$ cat config.mk
export PLATFORM = sky130hd
export DESIGN_NAME = mmac_result_serializer_flat
export DESIGN_NICKNAME = d
export VERILOG_FILES = /design/src/rtl/mmac_pkg.sv /design/src/rtl/mmac_result_serializer_if.sv /design/src/rtl/mmac_result_serializer.sv /design/src/flat_wrapper.sv
export SDC_FILE = /design/constraint.sdc
export NUM_CORES = 1
export LEC_CHECK = 0
export BUFFER_PORTS_ARGS = -buffer_cell sky130_fd_sc_hd__buf_4
export CAP_MARGIN = 20
export CORE_MARGIN = 5
export CORE_UTILIZATION = 35
export CTS_BUF_LIST = sky130_fd_sc_hd__clkbuf_2
export DETAILED_ROUTE_END_ITERATION = 8
export PLACE_DENSITY = 0.53
export SLEW_MARGIN = 30
export SYNTH_ARGS = -nofsm -noshare
export SYNTH_HDL_FRONTEND = slang
export SYNTH_SLANG_ARGS = --single-unit
$ cat constraint.sdc
create_clock -name clock -period 3 [get_ports clock]
set_input_delay 0.6 -clock clock [delete_from_list [all_inputs] [get_ports clock]]
set_output_delay 0.6 -clock clock [all_outputs]
set_load 0.1 [all_outputs]
$ cat src/rtl/mmac_pkg.sv
// Shared constants, types and helpers for the matrix accumulate result path.
package mmac_pkg;

  localparam int M_SIZE     = 4;
  localparam int VAR_WIDTH  = 8;
  localparam int DATA_WIDTH = M_SIZE * M_SIZE * VAR_WIDTH;
  localparam int ELEMS      = M_SIZE * M_SIZE;
  localparam int IDX_W      = $clog2(M_SIZE);
  localparam int CNT_W      = $clog2(ELEMS);

  typedef logic [VAR_WIDTH-1:0] elem_t;

  typedef enum logic {
    S_IDLE = 1'b0,
    S_SEND = 1'b1
  } ser_state_e;

  // Element 0 sits in the most significant slice; row-major order.
  function automatic elem_t elem_at(input logic [DATA_WIDTH-1:0] word, input int unsigned e);
    return elem_t'(word >> ((ELEMS - 1 - e) * VAR_WIDTH));
  endfunction

endpackage

$ cat src/rtl/mmac_result_serializer_if.sv
// Packed-result input handshake and per-element output stream of the serializer.
interface mmac_result_serializer_if #(
  parameter int M_SIZE    = mmac_pkg::M_SIZE,
  parameter int VAR_WIDTH = mmac_pkg::VAR_WIDTH
);
  localparam int DATA_WIDTH = M_SIZE * M_SIZE * VAR_WIDTH;
  localparam int IDX_W      = $clog2(M_SIZE);

  logic                  in_valid;
  logic                  in_ready;
  logic [DATA_WIDTH-1:0] in_data;
  logic                  out_valid;
  logic                  out_ready;
  logic [VAR_WIDTH-1:0]  out_data;
  logic [IDX_W-1:0]      out_row;
  logic [IDX_W-1:0]      out_col;
  logic                  out_last;

  modport master (
    output in_valid, in_data, out_ready,
    input  in_ready, out_valid, out_data, out_row, out_col, out_last
  );

  modport slave (
    input  in_valid, in_data, out_ready,
    output in_ready, out_valid, out_data, out_row, out_col, out_last
  );

endinterface

$ cat src/rtl/mmac_result_serializer.sv
// Streams one packed M_SIZE x M_SIZE result out element by element, row-major, with tags.
// Optional MMAC_SER_BACK_TO_BACK_EN lets the next matrix load on the final transfer (no bubble).
//
// state  | meaning
// S_IDLE | waiting for a packed result, in_ready high
// S_SEND | presenting element cnt_q from the top of the shift register
module mmac_result_serializer #(
  parameter int M_SIZE    = mmac_pkg::M_SIZE,
  parameter int VAR_WIDTH = mmac_pkg::VAR_WIDTH
) (
  input  logic                     clock,
  input  logic                     reset,
  mmac_result_serializer_if.slave  bus,
  output logic                     busy
);
  import mmac_pkg::*;

  localparam int DATA_WIDTH = M_SIZE * M_SIZE * VAR_WIDTH;
  localparam int ELEMS      = M_SIZE * M_SIZE;
  localparam int IDX_W      = $clog2(M_SIZE);
  localparam int CNT_W      = $clog2(ELEMS);
  localparam logic [CNT_W-1:0] LAST_CNT = CNT_W'(ELEMS - 1);
  localparam logic [CNT_W-1:0] M_CNT    = CNT_W'(M_SIZE);

  ser_state_e            state_q, state_d;
  logic [DATA_WIDTH-1:0] shreg_q, shreg_d;
  logic [CNT_W-1:0]      cnt_q, cnt_d;
  logic                  last;
  logic                  xfer;
  logic                  accept;

  assign last = (state_q == S_SEND) && (cnt_q == LAST_CNT);
  assign xfer = bus.out_valid && bus.out_ready;

`ifdef MMAC_SER_BACK_TO_BACK_EN
  assign bus.in_ready = !reset && ((state_q == S_IDLE) || (last && bus.out_ready));
`else
  assign bus.in_ready = !reset && (state_q == S_IDLE);
`endif

  assign accept = bus.in_valid && bus.in_ready;

  always_comb begin
    state_d = state_q;
    shreg_d = shreg_q;
    cnt_d   = cnt_q;
    case (state_q)
      S_IDLE: begin
        if (accept) begin
          shreg_d = bus.in_data;
          cnt_d   = '0;
          state_d = S_SEND;
        end
      end
      S_SEND: begin
        // A load here can only coincide with the final transfer, so it replaces it.
        if (accept) begin
          shreg_d = bus.in_data;
          cnt_d   = '0;
          state_d = S_SEND;
        end else if (xfer) begin
          shreg_d = shreg_q << VAR_WIDTH;
          if (last) begin
            cnt_d   = '0;
            state_d = S_IDLE;
          end else begin
            cnt_d = cnt_q + 1'b1;
          end
        end
      end
      default: state_d = S_IDLE;
    endcase
  end

  always_ff @(posedge clock) begin
    if (reset) begin
      state_q <= S_IDLE;
      shreg_q <= '0;
      cnt_q   <= '0;
    end else begin
      state_q <= state_d;
      shreg_q <= shreg_d;
      cnt_q   <= cnt_d;
    end
  end

  assign bus.out_valid = (state_q == S_SEND);
  assign bus.out_data  = shreg_q[DATA_WIDTH-1 -: VAR_WIDTH];
  assign bus.out_row   = IDX_W'(cnt_q / M_CNT);
  assign bus.out_col   = IDX_W'(cnt_q % M_CNT);
  assign bus.out_last  = last;
  assign busy          = (state_q == S_SEND);

endmodule

$ cat src/flat_wrapper.sv
// flat-port wrapper written by rule: the top's interface ports become plain ports
module mmac_result_serializer_flat import mmac_pkg::*;
#(
  parameter int M_SIZE    = mmac_pkg::M_SIZE,
  parameter int VAR_WIDTH = mmac_pkg::VAR_WIDTH
)
  (clock, reset, busy, bus_in_valid, bus_in_data, bus_out_ready, bus_in_ready, bus_out_valid, bus_out_data, bus_out_row, bus_out_col, bus_out_last);
  mmac_result_serializer_if #(.M_SIZE(M_SIZE), .VAR_WIDTH(VAR_WIDTH)) bus_i ();
  input  logic clock;
  input  logic reset;
  output logic busy;
  input wire logic [$bits(bus_i.in_valid)-1:0] bus_in_valid;
  input wire logic [$bits(bus_i.in_data)-1:0] bus_in_data;
  input wire logic [$bits(bus_i.out_ready)-1:0] bus_out_ready;
  output wire logic [$bits(bus_i.in_ready)-1:0] bus_in_ready;
  output wire logic [$bits(bus_i.out_valid)-1:0] bus_out_valid;
  output wire logic [$bits(bus_i.out_data)-1:0] bus_out_data;
  output wire logic [$bits(bus_i.out_row)-1:0] bus_out_row;
  output wire logic [$bits(bus_i.out_col)-1:0] bus_out_col;
  output wire logic [$bits(bus_i.out_last)-1:0] bus_out_last;
  assign bus_i.in_valid = bus_in_valid;
  assign bus_i.in_data = bus_in_data;
  assign bus_i.out_ready = bus_out_ready;
  assign bus_in_ready = bus_i.in_ready;
  assign bus_out_valid = bus_i.out_valid;
  assign bus_out_data = bus_i.out_data;
  assign bus_out_row = bus_i.out_row;
  assign bus_out_col = bus_i.out_col;
  assign bus_out_last = bus_i.out_last;
  mmac_result_serializer #(.M_SIZE(M_SIZE), .VAR_WIDTH(VAR_WIDTH)) u_core (.clock(clock), .reset(reset), .bus(bus_i), .busy(busy));
endmodule
==> impl_metrics.json, run 1 <==
{
  "rsz0062_at_grt": "false",
  "ir_drop_v": 0.000177,
  "min_to": "u_core.shreg_q[0]",
  "n_fill_cell": 2051,
  "timing.fmax_mhz": 372,
  "vias_per_cell": 5.46,
  "drtAntennaViolNets": 0,
  "fin_tns_setup_ps": 0,
  "postCtsSetupRepairBufs": 0,
  "synth_edf_count": 0,
  "port_buffers": 147,
  "synth_cells": 762,
  "overflow": 0,
  "ios": 148,
  "grt_max_degree": 255,
  "place.gp.congestion": 0.788,
  "synth_area_per_cell_sq_um": 9.51,
  "critical_path_class": "reg -> out",
  "synth_seq_cells": 133,
  "synthXorXnorAreaFrac_pct": 0,
  "status": "completed",
  "clock_path_buffers": 2,
  "rows": 52,
  "slowest_stage": "dfxtp_4",
  "ys.flop_type": "dfxtp_1",
  "crit_family": "buffers and inverters",
  "syn_to_final_growth_pct": 17.5,
  "grt_pass1_vias": 5950,
  "fp.coreArea_sq_um": 20300,
  "relSlewSlack_pct": 24.5,
  "start_kind": "flip-flop",
  "dp_hpwl_um": 11900,
  "yosysWarningCount": 0,
  "layout_common_cells": "149 x buf_4, 132 x dfxtp_1, 122 x nand2_1",
  "root_buffer": "clkbuf_2",
  "finalHoldViolations": 0,
  "period_needed_ps": 2690,
  "hold_depth": 3,
  "hold_ws_ps": 141,
  "fin_nets": 966,
  "synth.cell_area_sq_um": 7250,
  "setup_viol": 0,
  "slowest_delay_ps": 610,
  "dp.cells": 1084,
  "gr-usage-all-layers_pct": 15.6,
  "cts-buffers-inserted": 17,
  "path_max_fanout": 34,
  "placed_area_sq_um": 8310,
  "die_w_um": 154,
  "p_leak_nw": 3.81,
  "cts_tree": "yes",
  "crit_path_cell_trace": "buf_6 -> buf_4",
  "powerDensity_nw_per_um2": 448,
  "cts.clk_slew.worst_paths_ps": 190,
  "timing.final.ws_setup_ps": 314,
  "place_ws_ps": 886,
  "ys_seq_area_share_pct": 36.7,
  "drv_slew": 0,
  "clkSinkCount": 133,
  "dieHeight_um": 154,
  "min_path_type": "in -> reg",
  "arrival_ps": 2090,
  "synth-compound-area-share_pct": 16.0,
  "final_cell_area_sq_um": 8520,
  "synth_cell_type_count": 29,
  "reg2reg_slack_ps": 930,
  "start_util_pct": 35.7,
  "drtPass1Iterations": 6,
  "drc": 0,
  "drtIter0Drc": 559,
  "yosys-top-cells-area": "dfxtp_1 37%, mux2i_1 17%, a211o_1 14%",
  "grt_pass1_wl_um": 31000,
  "clock_latency_ps": 700,
  "fin_cells": 1115,
  "reg2reg_to": "u_core.cnt_q[0]",
  "synth-adder-area-share_pct": 0.173,
  "finalCritPeriodShare_pct": 89.5,
  "cts.hold.buffers_added": 0,
  "r2r_start": "u_core.bus.out_valid",
  "antenna_found_initial": 1,
  "hp-start": "bus_in_data[0]",
  "rr_worst_depth": 4,
  "vias": 6091,
  "yosys.area.top_type": "dfxtp_1",
  "async_flop_share_pct": 0,
  "synth_top_family_by_area": "simple AND/OR/NAND/NOR gates",
  "path_buf_inv": 2,
  "wl_um": 19200,
  "synthSimpleGateAreaFrac_pct": 22.3,
  "synth_mux_area_share_pct": 16.8,
  "synth.top_cell.area_share_pct": 36.7,
  "syn_nets": 895,
  "worstPathRequired_ps": 2400,
  "drive_gt1_share_pct": 22.5,
  "tightest_slew_ps": 1130,
  "final_common_cell": "buf_4",
  "clock-skew-final_ps": 29.8,
  "cap_viol_max_count": 0,
  "cp-end-kind": "output pin",
  "die-area_sq_um": 23700,
  "h-tree-depth": 4,
  "wire_per_inst_um": 17.2
}
cells in the mapped netlist, types with 2 or more instances:
master    count
a211o_1     120
a21oi_1       3
a22oi_1       8
and2_1        2
buf_1         5
buf_2        22
buf_4        20
buf_6        10
clkbuf_1     48
dfxtp_1     133
mux2i_1     120
nand2_1     123
nand3_1       2
nand4b_1    120
nor2_1       11
or3_1         2
worst max path at each step:
stage / start / end / depth (start not counted)
3_5_place_dp: u_core.bus.out_valid / busy / 2
4_1_cts: u_core.bus.out_valid / busy / 2
5_1_grt: u_core.cnt_q[0] / bus_out_last / 4
3_3_place_gp: u_core.bus.out_valid / busy / 2
2_1_floorplan: u_core.bus.out_valid / bus_out_last / 4
6_report: u_core.bus.out_valid / busy / 2
flip-flops by register name (all words and copies together) (netlist names):
name,cells
u_core.bus.out_valid,1
u_core.cnt_q,4
u_core.shreg_q,128
metal layers:
| metal | global-route usage [%] | wire, um | vias to the layer above |
|---|---|---|---|
| met4 | 4.29 | 180 | 0 |
| met5 | 0 | 0 | - |
| li1 | - | - | 2998 |
| met1 | 20.9 | 8930 | 2946 |
| met3 | 3.85 | 843 | 12 |
| met2 | 25.1 | 9220 | 135 |
worst register-to-register path: stages, from the launching register on:
cell	delay, ps
dfxtp_4	610
buf_4	520
mux2i_2	630
nand2_1	110
a21oi_1	150
power by group:
part           internal [mW]  leakage [nW]  switching (mW)
Sequential              1.89          1.09          0.0787
Clock                  0.362         0.127           0.676
Combinational          0.366          2.59           0.443
stage by stage:
step | util (%) | total power [mW]
after CTS | 41.9 | 3.87
after global routing | 42.0 | 4.02
after global placement | 40.9 | 2.81
after floorplan | - | 2.58
final | 42.0 | 3.82
after detailed placement | 40.9 | 2.82
cell type report:
class	count	area, sq um	area share, %
Antenna cell	2	5.00	0.0588
Clock buffer	18	90.1	1.06
Tap cell	270	338	3.97
Clock inverter	11	113	1.32
Multi-Input combinational cell	523	4030	47.3
Sequential cell	133	2670	31.3
Timing Repair Buffer	158	1280	15.0
cells by family after synthesis:
| kind of cell | Yosys count |
|---|---|
| adders and majority gates | 1 |
| buffers and inverters | 106 |
| DFF | 133 |
| AOI/OAI and AO/OA | 136 |
| muxes | 121 |
| and+or+nand+nor | 265 |
repair_timing:
action,4_1_cts,5_1_grt
endpoints found under the hold margin,0,0
endpoints found under the setup margin,0,2
resized for setup,0,1
Note: power is estimated with default switching activity, not from simulation.
==> run 2: changes to the inputs <==
- RECOVER_POWER: not set -> 50
==> run 2 against run 1 <==
Effect of this change:
- register-to-register slack got worse by 540 ps
- non-clock buffer count unchanged
- routed wire length about the same
- final cell count unchanged
- sequential share of layout area increased by 0.25 points
- largest cell class unchanged
- combinational power decreased by 1%
- worst setup slack about the same
- sequential cell count unchanged
- first-iteration DRC count decreased by 11%
==> impl_metrics.json, run 2 (synthesis results as in run 1) <==
{
  "clock_latency_ps": 710,
  "grt_max_degree": 255,
  "port_buffers": 147,
  "drtAntennaViolNets": 0,
  "drtPass1Iterations": 7,
  "critical_path_class": "reg -> out",
  "ir_drop_v": 0.000178,
  "start_util_pct": 35.7,
  "ctsResizeCount": 0,
  "top_register": "u_core.shreg_q",
  "setup_viol": 0,
  "rows": 52,
  "timing.fmax_mhz": 372,
  "status": "completed",
  "drv_slew": 0,
  "syn_to_final_growth_pct": 16.6,
  "p_leak_nw": 3.78,
  "tightest_slew_ps": 1150,
  "finalHoldViolations": 0,
  "rr_worst_depth": 4,
  "dieHeight_um": 154,
  "dp_hpwl_um": 11900,
  "place.gp.congestion": 0.788,
  "cts-buffers-inserted": 17,
  "grt_pass1_wl_um": 31000,
  "wire_per_inst_um": 17.2,
  "place_ws_ps": 886,
  "relSlewSlack_pct": 23.4,
  "arrival_ps": 2090,
  "wl_um": 19200,
  "start_kind": "flip-flop",
  "drive_gt1_share_pct": 22.5,
  "clock-skew-final_ps": 33.9,
  "clock_path_buffers": 2,
  "final_common_cell": "buf_4",
  "drtIter0Drc": 500,
  "vias": 6140,
  "fin_tns_setup_ps": 0,
  "powerDensity_nw_per_um2": 451,
  "postCtsSetupRepairBufs": 0,
  "period_needed_ps": 2690,
  "rsz0062_at_grt": "false",
  "cts_tree": "yes",
  "fin_cells": 1115,
  "layout_common_cells": "147 x buf_4, 132 x dfxtp_1, 122 x nand2_1",
  "finalCritPeriodShare_pct": 89.5,
  "cts.hold.buffers_added": 0,
  "gr-usage-all-layers_pct": 15.6,
  "min_path_type": "in -> reg",
  "n_fill_cell": 2057,
  "fin_nets": 966,
  "timing.final.ws_setup_ps": 315,
  "die_w_um": 154,
  "largest_reg_flops": 128,
  "cap_viol_max_count": 0,
  "dp.cells": 1084,
  "root_buffer": "clkbuf_2",
  "overflow": 0,
  "worstPathRequired_ps": 2400,
  "grt_pass1_vias": 5950,
  "antenna_found_initial": 1,
  "die-area_sq_um": 23700,
  "cts.clk_slew.worst_paths_ps": 190,
  "h-tree-depth": 4,
  "drc": 0,
  "path_max_fanout": 5,
  "vias_per_cell": 5.51,
  "clkSinkCount": 133,
  "ios": 148,
  "hold_depth": 3,
  "cp-end-kind": "output pin",
  "fp.coreArea_sq_um": 20300
}
[run 2: cell count changes in the layout (fill, tap and decap cells not counted)]
cell / delta
buf_12: -4
clkbuf_2: +5
clkbuf_4: +1
nand2_2: +1
nand2_4: -1
buf_4: -2
[run 2: worst paths after layout]
kind / from / end / slack [ps]
worst max-delay path: u_core.cnt_q[0] / bus_out_last / 310
worst max register to register: u_core.bus.out_valid / u_core.shreg_q[59] / 390
worst min register to register: u_core.shreg_q[10] / u_core.shreg_q[10] / 500
worst min-delay path: bus_in_data[1] / u_core.shreg_q[1] / 140
[run 2: worst max-delay path, stage by stage (launching register included)]
cell and delay [ps]:
dfxtp_1 450, ha_1 260, and3_1 230, and2_1 160
buf_4 300
[run 2: layout make-up]
| class | instances | area (sq um) | share of cell area, % |
|---|---|---|---|
| antenna | 2 | 5.00 | 0.0592 |
| multi-input combinational | 523 | 4020 | 47.6 |
| tap | 270 | 338 | 4.00 |
| clock buffer | 18 | 90.1 | 1.07 |
| sequential | 133 | 2670 | 31.6 |
| clock inverter | 11 | 113 | 1.33 |
| timing repair buffer | 158 | 1220 | 14.4 |
[run 2: where the power goes]
| part | internal, mW | switching (mW) |
|---|---|---|
| clock | 0.362 | 0.679 |
| combinational | 0.359 | 0.442 |
| sequential | 1.89 | 0.0787 |
[run 2: stage by stage]
step / instance area, sq um / utilization (%) / hold WS [ps] / power, mW
final: 8450 / 41.6 / 137 / 3.81
after detailed placement: 8310 / 40.9 / 474 / 2.82
after global placement: 8310 / 40.9 / 473 / 2.81
after floorplan: 7250 / - / 460 / 2.58
after CTS: 8510 / 41.9 / 61.2 / 3.87
after global routing: 8450 / 41.6 / 53.1 / 4.01
[run 2: metal layers]
layer	track usage, %	wire [um]	up-vias
met5	0	0	-
met3	3.85	811	14
met1	20.9	9020	2992
li1	-	-	2998
met2	25.1	9140	136
met4	4.29	218	0
